--- src/rtl/mem_access_unit.sv ---
// Memory access unit: MAR/MDR registers plus an IDLE/ACCESS/DONE handshake FSM toward memory.
// Optional access timeout is compiled in with `define MEM_TIMEOUT_EN.
module mem_access_unit (
  input  logic        clk,
  input  logic        rst_n,
  input  logic [15:0] bus_in,
  input  logic        ld_mar,
  input  logic        ld_mdr,
  input  logic        mio_en,
  input  logic        r_w,
  input  logic        data_size,
  output logic [15:0] mdr_out,
  output logic [15:0] mem_addr,
  output logic [15:0] mem_wdata,
  output logic        mem_en,
  output logic [1:0]  mem_we,
  input  logic [15:0] mem_rdata,
  input  logic        mem_ready,
  output logic        r,
  output logic        err
);

  localparam int unsigned DW = 16;
  localparam int unsigned BW = 8;
`ifdef MEM_TIMEOUT_EN
  localparam int unsigned TW = 4;
`endif

  typedef enum logic [1:0] {
    IDLE   = 2'd0,
    ACCESS = 2'd1,
    DONE   = 2'd2
  } state_t;

  state_t        state, state_d;
  logic [DW-1:0] mar, mar_d;
  logic [DW-1:0] mdr, mdr_d;
  logic          wr_q, wr_d;
  logic          word_q, word_d;
  logic          en_d, r_d;
  logic [1:0]    we_d;
  logic [BW-1:0] rd_byte;

`ifdef MEM_TIMEOUT_EN
  logic [TW-1:0] cnt, cnt_d;
  logic          err_q, err_d;
`endif

  // Byte lane selected by the address LSB for byte reads
  assign rd_byte = mar[0] ? mem_rdata[15:8] : mem_rdata[7:0];

  // Next-state, register updates and registered output values
  always_comb begin
    state_d = state;
    mar_d   = mar;
    mdr_d   = mdr;
    wr_d    = wr_q;
    word_d  = word_q;
`ifdef MEM_TIMEOUT_EN
    cnt_d   = cnt;
    err_d   = 1'b0;
`endif
    unique case (state)
      IDLE: begin
        if (ld_mar) mar_d = bus_in;
        if (ld_mdr) mdr_d = data_size ? bus_in : {bus_in[7:0], bus_in[7:0]};
        if (mio_en) begin
          state_d = ACCESS;
          wr_d    = r_w;
          word_d  = data_size;
`ifdef MEM_TIMEOUT_EN
          cnt_d   = '0;
`endif
        end
      end
      ACCESS: begin
        if (mem_ready) begin
          state_d = DONE;
          if (!wr_q) mdr_d = word_q ? mem_rdata : {{BW{rd_byte[BW-1]}}, rd_byte};
        end
`ifdef MEM_TIMEOUT_EN
        else if (cnt == {TW{1'b1}}) begin
          state_d = IDLE;
          err_d   = 1'b1;
        end else begin
          cnt_d = cnt + TW'(1);
        end
`endif
      end
      DONE:    state_d = IDLE;
      default: state_d = IDLE;
    endcase

    // Outputs track the state being entered so they line up with the state register
    en_d = (state_d == ACCESS);
    r_d  = (state_d == DONE);
    we_d = 2'b00;
    if (state_d == ACCESS && wr_d) begin
      if (word_d)       we_d = 2'b11;
      else if (mar_d[0]) we_d = 2'b10;
      else               we_d = 2'b01;
    end
  end

  always_ff @(posedge clk or negedge rst_n) begin
    if (!rst_n) begin
      state  <= IDLE;
      mar    <= '0;
      mdr    <= '0;
      wr_q   <= 1'b0;
      word_q <= 1'b0;
      mem_en <= 1'b0;
      mem_we <= 2'b00;
      r      <= 1'b0;
    end else begin
      state  <= state_d;
      mar    <= mar_d;
      mdr    <= mdr_d;
      wr_q   <= wr_d;
      word_q <= word_d;
      mem_en <= en_d;
      mem_we <= we_d;
      r      <= r_d;
    end
  end

`ifdef MEM_TIMEOUT_EN
  // Timeout counter and one-cycle error pulse
  always_ff @(posedge clk or negedge rst_n) begin
    if (!rst_n) begin
      cnt   <= '0;
      err_q <= 1'b0;
    end else begin
      cnt   <= cnt_d;
      err_q <= err_d;
    end
  end

  assign err = err_q;
`else
  assign err = 1'b0;
`endif

  assign mdr_out   = mdr;
  assign mem_addr  = mar;
  assign mem_wdata = mdr;

endmodule

--- config.mk ---
export PLATFORM = sky130hd
export DESIGN_NAME = mem_access_unit
export DESIGN_NICKNAME = d
export VERILOG_FILES = /design/src/rtl/mem_access_unit.sv
export SDC_FILE = /design/constraint.sdc
export NUM_CORES = 1
export LEC_CHECK = 0
export ABC_AREA = 1
export BUFFER_PORTS_ARGS = -buffer_cell sky130_fd_sc_hd__buf_4
export CELL_PAD_IN_SITES_DETAIL_PLACEMENT = 1
export CELL_PAD_IN_SITES_GLOBAL_PLACEMENT = 1
export CORE_MARGIN = 1.5
export CORE_UTILIZATION = 37
export CTS_BUF_LIST = sky130_fd_sc_hd__clkbuf_8
export CTS_CLUSTER_SIZE = 14
export DETAILED_ROUTE_END_ITERATION = 10
export GPL_TIMING_DRIVEN = 0
export PLACE_DENSITY_LB_ADDON = 0.1
export SLEW_MARGIN = 5
export SYNTH_ARGS = -nofsm -noshare
export SYNTH_HDL_FRONTEND = slang
export SYNTH_SLANG_ARGS = --single-unit
--- constraint.sdc ---
create_clock -name clk -period 2.2 [get_ports clk]
set_clock_uncertainty 0.1 [all_clocks]
set_input_delay 0.22 -clock clk [delete_from_list [all_inputs] [get_ports clk]]
set_output_delay 0.22 -clock clk [all_outputs]
set_load 0.1 [all_outputs]
Yosys cells after proc, flatten, opt, wreduce, memory -nomap -nowiden
Cells that the tools add are included.
{"block": "word_totals", "reg_bits": 40, "latch_bits": 0, "ram_bits": 0, "mem_bits_ro": 0, "input_bits": 40, "output_inout_bits": 53, "word_cells": 39, "mem_count": 0}
{"block": "classes", "addsub": 0, "n_mul": 0, "div": 0, "magnitude_cmp": 0, "n_eq_ne": 6, "shift": 0, "mux": 19, "bitwise": 0, "reduce_logical": 5}
{"cell": "16-bit 2-to-1 mux", "count": 5}
{"cell": "16-bit one-hot mux with 2 select lines", "count": 1}
{"cell": "2-bit 2-to-1 mux", "count": 5}
{"cell": "8-bit 2-to-1 mux", "count": 1}
{"cell": "1-bit 2-to-1 mux", "count": 6}
{"cell": "2-bit != test (second input constant)", "count": 3}
{"cell": "2-bit by 1-bit == test with 1-bit output (second input constant)", "count": 2}
{"cell": "2-bit one-hot mux with 2 select lines", "count": 1}
{"cell": "4-bit AND reduction", "count": 1}
{"cell": "2-bit == test (second input constant)", "count": 1}
{"cell": "2-bit zero test", "count": 1}
{"cell": "2-bit AND reduction", "count": 1}
{"cell": "2-bit nonzero test", "count": 1}
{"cell": "1-bit logical AND", "count": 1}

Longest topological paths before layout
Gate-level depths: netlist (run 1).
{"block": "depth", "ltp_word": 5, "ltp_mapped": 7, "mapped_depth_nobuf": 7}

Worst setup path after synthesis (run 1)
No wires, ideal clock.
{"block": "synth_timing", "path_type": "register to register", "from": "reg mar[0] (netlist: mem_addr[0])", "to": "reg mdr[13] (netlist: mdr_out[13])", "setup_ps": 120, "t_arrival_ps": 1701, "required_ps": 1980, "slack_ps": 279, "stages_incl_launch_ff": 7, "n_path_buf": 1, "synth_period_minus_slack_ps": 1921, "cell_sequence": "dfrtp_1 > buf_2 > nand2_1 > nand3_1 > nand2_1 > nand3_2 > nand2_1"}
{"block": "synth_between", "elab_chain_cells": 5}
{"element": "from (decl)", "line_no": "36", "source": "logic [DW-1:0] mar, mar_d;"}
{"element": "from (signal assigned)", "line_no": "117", "source": "mar <= mar_d;"}
{"element": "8-bit 2-to-1 mux", "line_no": "50", "source": "assign rd_byte = mar[0] ? mem_rdata[15:8] : mem_rdata[7:0];"}
{"element": "16-bit 2-to-1 mux (2 in series)", "line_no": "79", "source": "if (!wr_q) mdr_d = word_q ? mem_rdata : {{BW{rd_byte[BW-1]}}, rd_byte};"}
{"element": "16-bit 2-to-1 mux", "line_no": "77", "source": "if (mem_ready) begin"}
{"element": "16-bit one-hot mux with 2 select lines", "line_no": "63", "source": "unique case (state)"}
{"element": "to (signal assigned)", "line_no": "118", "source": "mdr <= mdr_d;"}
{"element": "to (decl)", "line_no": "37", "source": "logic [DW-1:0] mdr, mdr_d;"}
Every way passes these cells. The select of a mux whose other input is x is not followed.
A chain may end at the register's enable or synchronous reset.

Worst setup path after layout (run 1)
{"block": "layout_timing", "from": "reg state[0]", "to": "reg mar[5] (netlist: mem_addr[5])"}
{"block": "layout_between", "elab_chain_cells": 2}
{"element": "from (decl)", "line_no": "35", "source": "state_t state, state_d;"}
{"element": "from (signal assigned)", "line_no": "116", "source": "state <= state_d;"}
{"element": "2-bit zero test", "line_no": "63"}
{"element": "2-bit AND reduction (no source line)"}
Every way passes these cells.

==> qor.yml, run 1 <==
period_share: 0.673
fillers: 795
route.detailed.vias_per_inst: 4.66
dr.pass1.iters: 5
path_class: "reg2reg"
grt_pass1_vias: 2364
crit_path_end_kind: "flop"
grt_max_degree: 41
drcViolationCount: 0
fin_nets: 458
io_buffer_count: 89
grt_overflow: 0
syn_area_sq_um: 2250
ys_seq_elements: 40
syn-num-nets: 361
diodes: 0
drv_slew: 0
syn-mean-instance-area_sq_um: 7.02
ys_warn_count: 0
critPathMaxFanout: 10
track_usage: 0.221
crit_chain: "nor2_2, buf_4, nand2_2, buf_4, nand2_1, nand2_1"
cts_post_setup_buffers_inserted: 0
max_clock_freq_mhz: 675
cts_htree_levels: 2
initial_core_util: 0.383
io_pins: 93
maxSlewHeadroom: 0.650
final_antenna_net_count: 0
cts_tree: "yes"
cp.arrival_ns: 1.57
cp.required_ns: 2.29
max_stage_delay_ns: 0.44
hp-class: "in2reg"
synthAdderAreaFrac: 0
rsz0062_at_grt: "false"
cts_made_buffers: 5
mostFrequentLayoutCells: "nand2_1, buf_4, nand3_1, dfrtp_1, inv_1"
clk_pin_slew_ns: 0.09
clock_sinks: 40
wire_per_inst_um: 13.7
drv_cap: 0
status: "completed"
post-route-util: 0.528
core_region_area_sq_um: 5890
placementRows: 28
cp-start-kind: "flop"
synth_top_cells_by_area: "dfrtp_1, nand2_1, nand3_1"
synth_area_leader_cell: "dfrtp_1"
finalHoldViolations: 0
netlist.area_leader.share: 0.444
ys_seq_area_frac: 0.444
cts-root-buf: "clkbuf_8"
worstMarginPinSlew_ns: 0.525
fin_tns_setup_ns: 0
finalCriticalPeriod_ns: 1.48
vias: 2300
drive_gt1_frac: 0.315
die_h_um: 81.0
crit_slowest_cell: "dfrtp_1"
synthCells: 321
grt_first_pass_wirelength_um: 11100
synth_top_family_by_area: "simple AND/OR/NAND/NOR gates"
antenna_found_initial: 0
setup_violations: 0
clock_latency_ns: 0.29
drtIter0Drc: 125
ctsResizeCount: 0
synth_compound_area_frac: 0.00666
synthMuxAreaShare: 0
syn_to_final_growth_pct: 38.0
synthSimpleGateAreaFrac: 0.401
wl_um: 6770
final_common_cell: "nand2_1"
clockBufferDepth: 2
dp_hpwl_um: 5410
gp_congestion: 0.775
ys_types: 20
dieArea_sq_um: 6570
die_w_um: 81.0
synth-xor-area-share: 0
==> area by class of cell <==
class	count	area, sq um	share of cell area
clock inverters	3	16.3	0.00523
repair buffers	90	678	0.218
multi-input cells	217	922	0.296
well taps	75	93.8	0.0302
flip-flops and latches	40	1000	0.322
clock buffers	5	68.8	0.0221
plain buffers	29	199	0.0640
inverters	35	131	0.0422
==> cell usage after synthesis (all sizes together) <==
master	n
clkbuf	1
dfrtp	40
a21oi	1
nand2	142
clkinv	1
conb	1
nand3b	2
nand3	51
inv	34
buf	28
o21ai	2
and2	1
nor2	17
==> metal layers <==
layer,track usage,share of wire,vias up
met4,0.0534,0.010,0
met5,0,0,-
met3,0.0360,0.042,9
met2,0.393,0.50,62
li1,-,-,1153
met1,0.279,0.44,1076
==> stage by stage <==
stage / instance area (sq um) / instances / worst slack [ns] / hold WS (ns)
6_report: 3110 / 494 / 0.719 / 0.0666
5_1_grt: 3110 / 494 / 0.584 / 0.0766
4_1_cts: 3110 / 494 / 0.711 / 0.0640
3_5_place_dp: 3020 / 485 / 0.722 / 0.139
3_3_place_gp: 3020 / 485 / 0.773 / 0.130
2_1_floorplan: 2250 / 321 / 0.279 / -0.176
==> cell families after synthesis <==
logic type	after synthesis
buf+inv	64
other cells	1
flops	40
compound gates	3
simple gates	213
==> worst max-delay path: cells and delay by family, from the launching register on <==
kind | cells | cell delay (ns)
DFF | 1 | 0.44
and+or+nand+nor | 4 | 0.43
buffers and inverters | 2 | 0.40
==> timing repair <==
item / 4_1_cts / 5_1_grt
setup endpoints to repair: 0 / 0
hold endpoints to repair: 40 / 0
hold buffers: 1 / 0
==> registers in the layout (all words and copies together) (netlist names) <==
| register | flops |
|---|---|
| wr_q | 1 |
| word_q | 1 |
| mem_addr | 16 |
| mdr_out | 16 |
| state | 2 |
| mem_we | 2 |
| mem_en | 1 |
| r | 1 |
==> worst paths after layout <==
path / startpoint / to / slack, ns / depth (start not counted)
setup / recovery: state[0] / mem_addr[5] / 0.72 / 6
hold / removal: bus_in[13] / mem_addr[13] / 0.07 / 3
setup reg to reg: state[0] / mem_addr[5] / 0.72 / 6
hold reg to reg: mem_addr[4] / mem_addr[4] / 0.38 / 2
max in group asynchronous: rst_n / mdr_out[1] / 1.30 / 2
min in group asynchronous: rst_n / mem_addr[1] / 0.34 / 2
Power of run 1 is not shown: default switching activity piles up to over one toggle a cycle in this logic, so the estimate is an artifact.
==> inputs of run 2 (changes only) <==
--- a/config.mk
+++ b/config.mk
@@ -10,7 +10,7 @@
 export CELL_PAD_IN_SITES_DETAIL_PLACEMENT = 1
 export CELL_PAD_IN_SITES_GLOBAL_PLACEMENT = 1
 export CORE_MARGIN = 1.5
-export CORE_UTILIZATION = 37
+export CORE_UTILIZATION = 34
 export CTS_BUF_LIST = sky130_fd_sc_hd__clkbuf_8
 export CTS_CLUSTER_SIZE = 14
 export DETAILED_ROUTE_END_ITERATION = 10
==> constraint.sdc (replaced) <==
create_clock -name clk -period 1.4 [get_ports clk]
set_clock_uncertainty 0.1 [all_clocks]
set_input_delay 0.14 -clock clk [delete_from_list [all_inputs] [get_ports clk]]
set_output_delay 0.14 -clock clk [all_outputs]
set_load 0.1 [all_outputs]
==> qor.yml, run 2 (synthesized netlist as in run 1, its figures left out) <==
die_h_um: 84.4  # +4.2%
route.detailed.vias_per_inst: 4.70  # +0.97%
dp_hpwl_um: 5390  # -0.38%
clock_sinks: 40  # unchanged
hp-class: "in2reg"
dieArea_sq_um: 7130  # +8.5%
cp-start-kind: "flop"
clockBufferDepth: 2  # unchanged
cts_tree: "yes"
worstMarginPinSlew_ns: 0.523  # -0.00229 ns
finalHoldViolations: 0  # unchanged
post-route-util: 0.548  # +0.0199
reg2reg_depth: 5  # -1
core_region_area_sq_um: 6390  # +8.5%
rsz0062_at_grt: "true"
grt_first_pass_wirelength_um: 11600  # +5.2%
cts_htree_levels: 2  # unchanged
io_pins: 93  # unchanged
final_common_cell: "nand2_1"
drv_slew: 0  # unchanged
drcViolationCount: 0  # unchanged
min_from: "bus_in[1]"
crit_path_end_kind: "flop"
whs_ns: 0.00726  # -0.0594 ns
cts-root-buf: "clkbuf_8"
crit_chain: "nor2_4, buf_6, buf_4, nand3b_1, and2_1"
placementRows: 29  # +3.6%
track_usage: 0.207  # -0.0138
period_share: 0.996  # +0.323
wl_um: 7400  # +9.3%
grt_pass1_vias: 2438  # +3.1%
dr.pass1.iters: 4  # -1
clock_latency_ns: 0.29  # about the same
cts_made_buffers: 5  # unchanged
drv_cap: 0  # unchanged
seq_area_sq_um: 1030  # +2.6%
vias: 2407  # +4.7%
antenna_found_initial: 0  # unchanged
maxSlewHeadroom: 0.651  # +0.00152
gp_congestion: 0.780  # +0.62%
grt_max_degree: 41  # unchanged
final_antenna_net_count: 0  # unchanged
critPathMaxFanout: 8  # -2
critical_path.startpoint: "state[0]"
path_class: "reg2reg"
multiInputGateArea_sq_um: 1040  # +13%
wire_per_inst_um: 14.4  # +5.5%
drtIter0Drc: 141  # +13%
clk_pin_slew_ns: 0.08  # about the same
max_stage_delay_ns: 0.48  # +0.04 ns
max_clock_freq_mhz: 717  # +6.2%
crit_slowest_cell: "dfrtp_2"
drive_gt1_frac: 0.425  # +0.110
syn_to_final_growth_pct: 55.4
initial_core_util: 0.353  # -0.0300
fillers: 816  # +2.6%
min_path_cells: 3  # unchanged
diodes: 0  # unchanged
status: "completed"
grt_overflow: 0  # unchanged
cp.required_ns: 1.49  # -0.80 ns
mostFrequentLayoutCells: "nand2_1, buf_4, nand3_1, inv_1, dfrtp_1"
finalCriticalPeriod_ns: 1.39  # -0.0866 ns
cp.arrival_ns: 1.49  # -0.08 ns
setup_violations: 0  # unchanged
die_w_um: 84.4  # +4.2%
fin_nets: 474  # +3.5%
io_buffer_count: 89  # unchanged
timing.rr.start: "state[0]"
-- run 2: worst max-delay path: cells and delay by family, from the launching register on --
kind / cells / cell delay, ns
buffers and inverters: 2 / 0.28
flip-flops: 1 / 0.48
AND/OR/NAND/NOR: 3 / 0.43
-- run 2: repair_timing --
item,CTS,global route
hold buffers,7,1
gates resized for setup,14,32
setup endpoints to repair,28,27
gates cloned,1,0
pin swaps,2,3
buffers inserted,3,5
endpoints found under the hold margin,46,1
-- run 2: cell type report --
cell class | instances | share of cell area
multi-input combinational | 217 | 0.298
sequential | 40 | 0.293
timing repair buffer | 106 | 0.238
buffer | 29 | 0.0672
inverter | 35 | 0.0407
clock buffer | 7 | 0.0275
tap | 77 | 0.0275
clock inverter | 1 | 0.00857
-- run 2: worst paths after layout --
check	to	slack, ns
max	wr_q	0.006
max reg2reg	wr_q	0.006
min reg2reg	mem_addr[6]	0.38
min in group asynchronous	mdr_out[4]	0.25
max in group asynchronous	mem_addr[0]	0.54
min	mem_addr[1]	0.007
-- run 2: routing by layer --
layer | track usage | part of all wire | up-vias
met5 | 0 | 0 | -
met4 | 0.0528 | 0.011 | 0
met3 | 0.0413 | 0.047 | 7
met2 | 0.356 | 0.50 | 63
met1 | 0.269 | 0.45 | 1152
li1 | - | - | 1185
-- run 2: stage by stage --
step           cells  instance area [sq um]  worst slack, ns  setup TNS (ns)
5_1_grt          512                   3500          -0.0646          -0.651
2_1_floorplan    321                   2290           0.0190               0
3_3_place_gp     487                   3060          -0.0324          -0.294
4_1_cts          506                   3320           0.0112               0
6_report         512                   3500          0.00603               0
3_5_place_dp     487                   3060          -0.0903           -1.63
Power of run 2 is left out for the same reason.
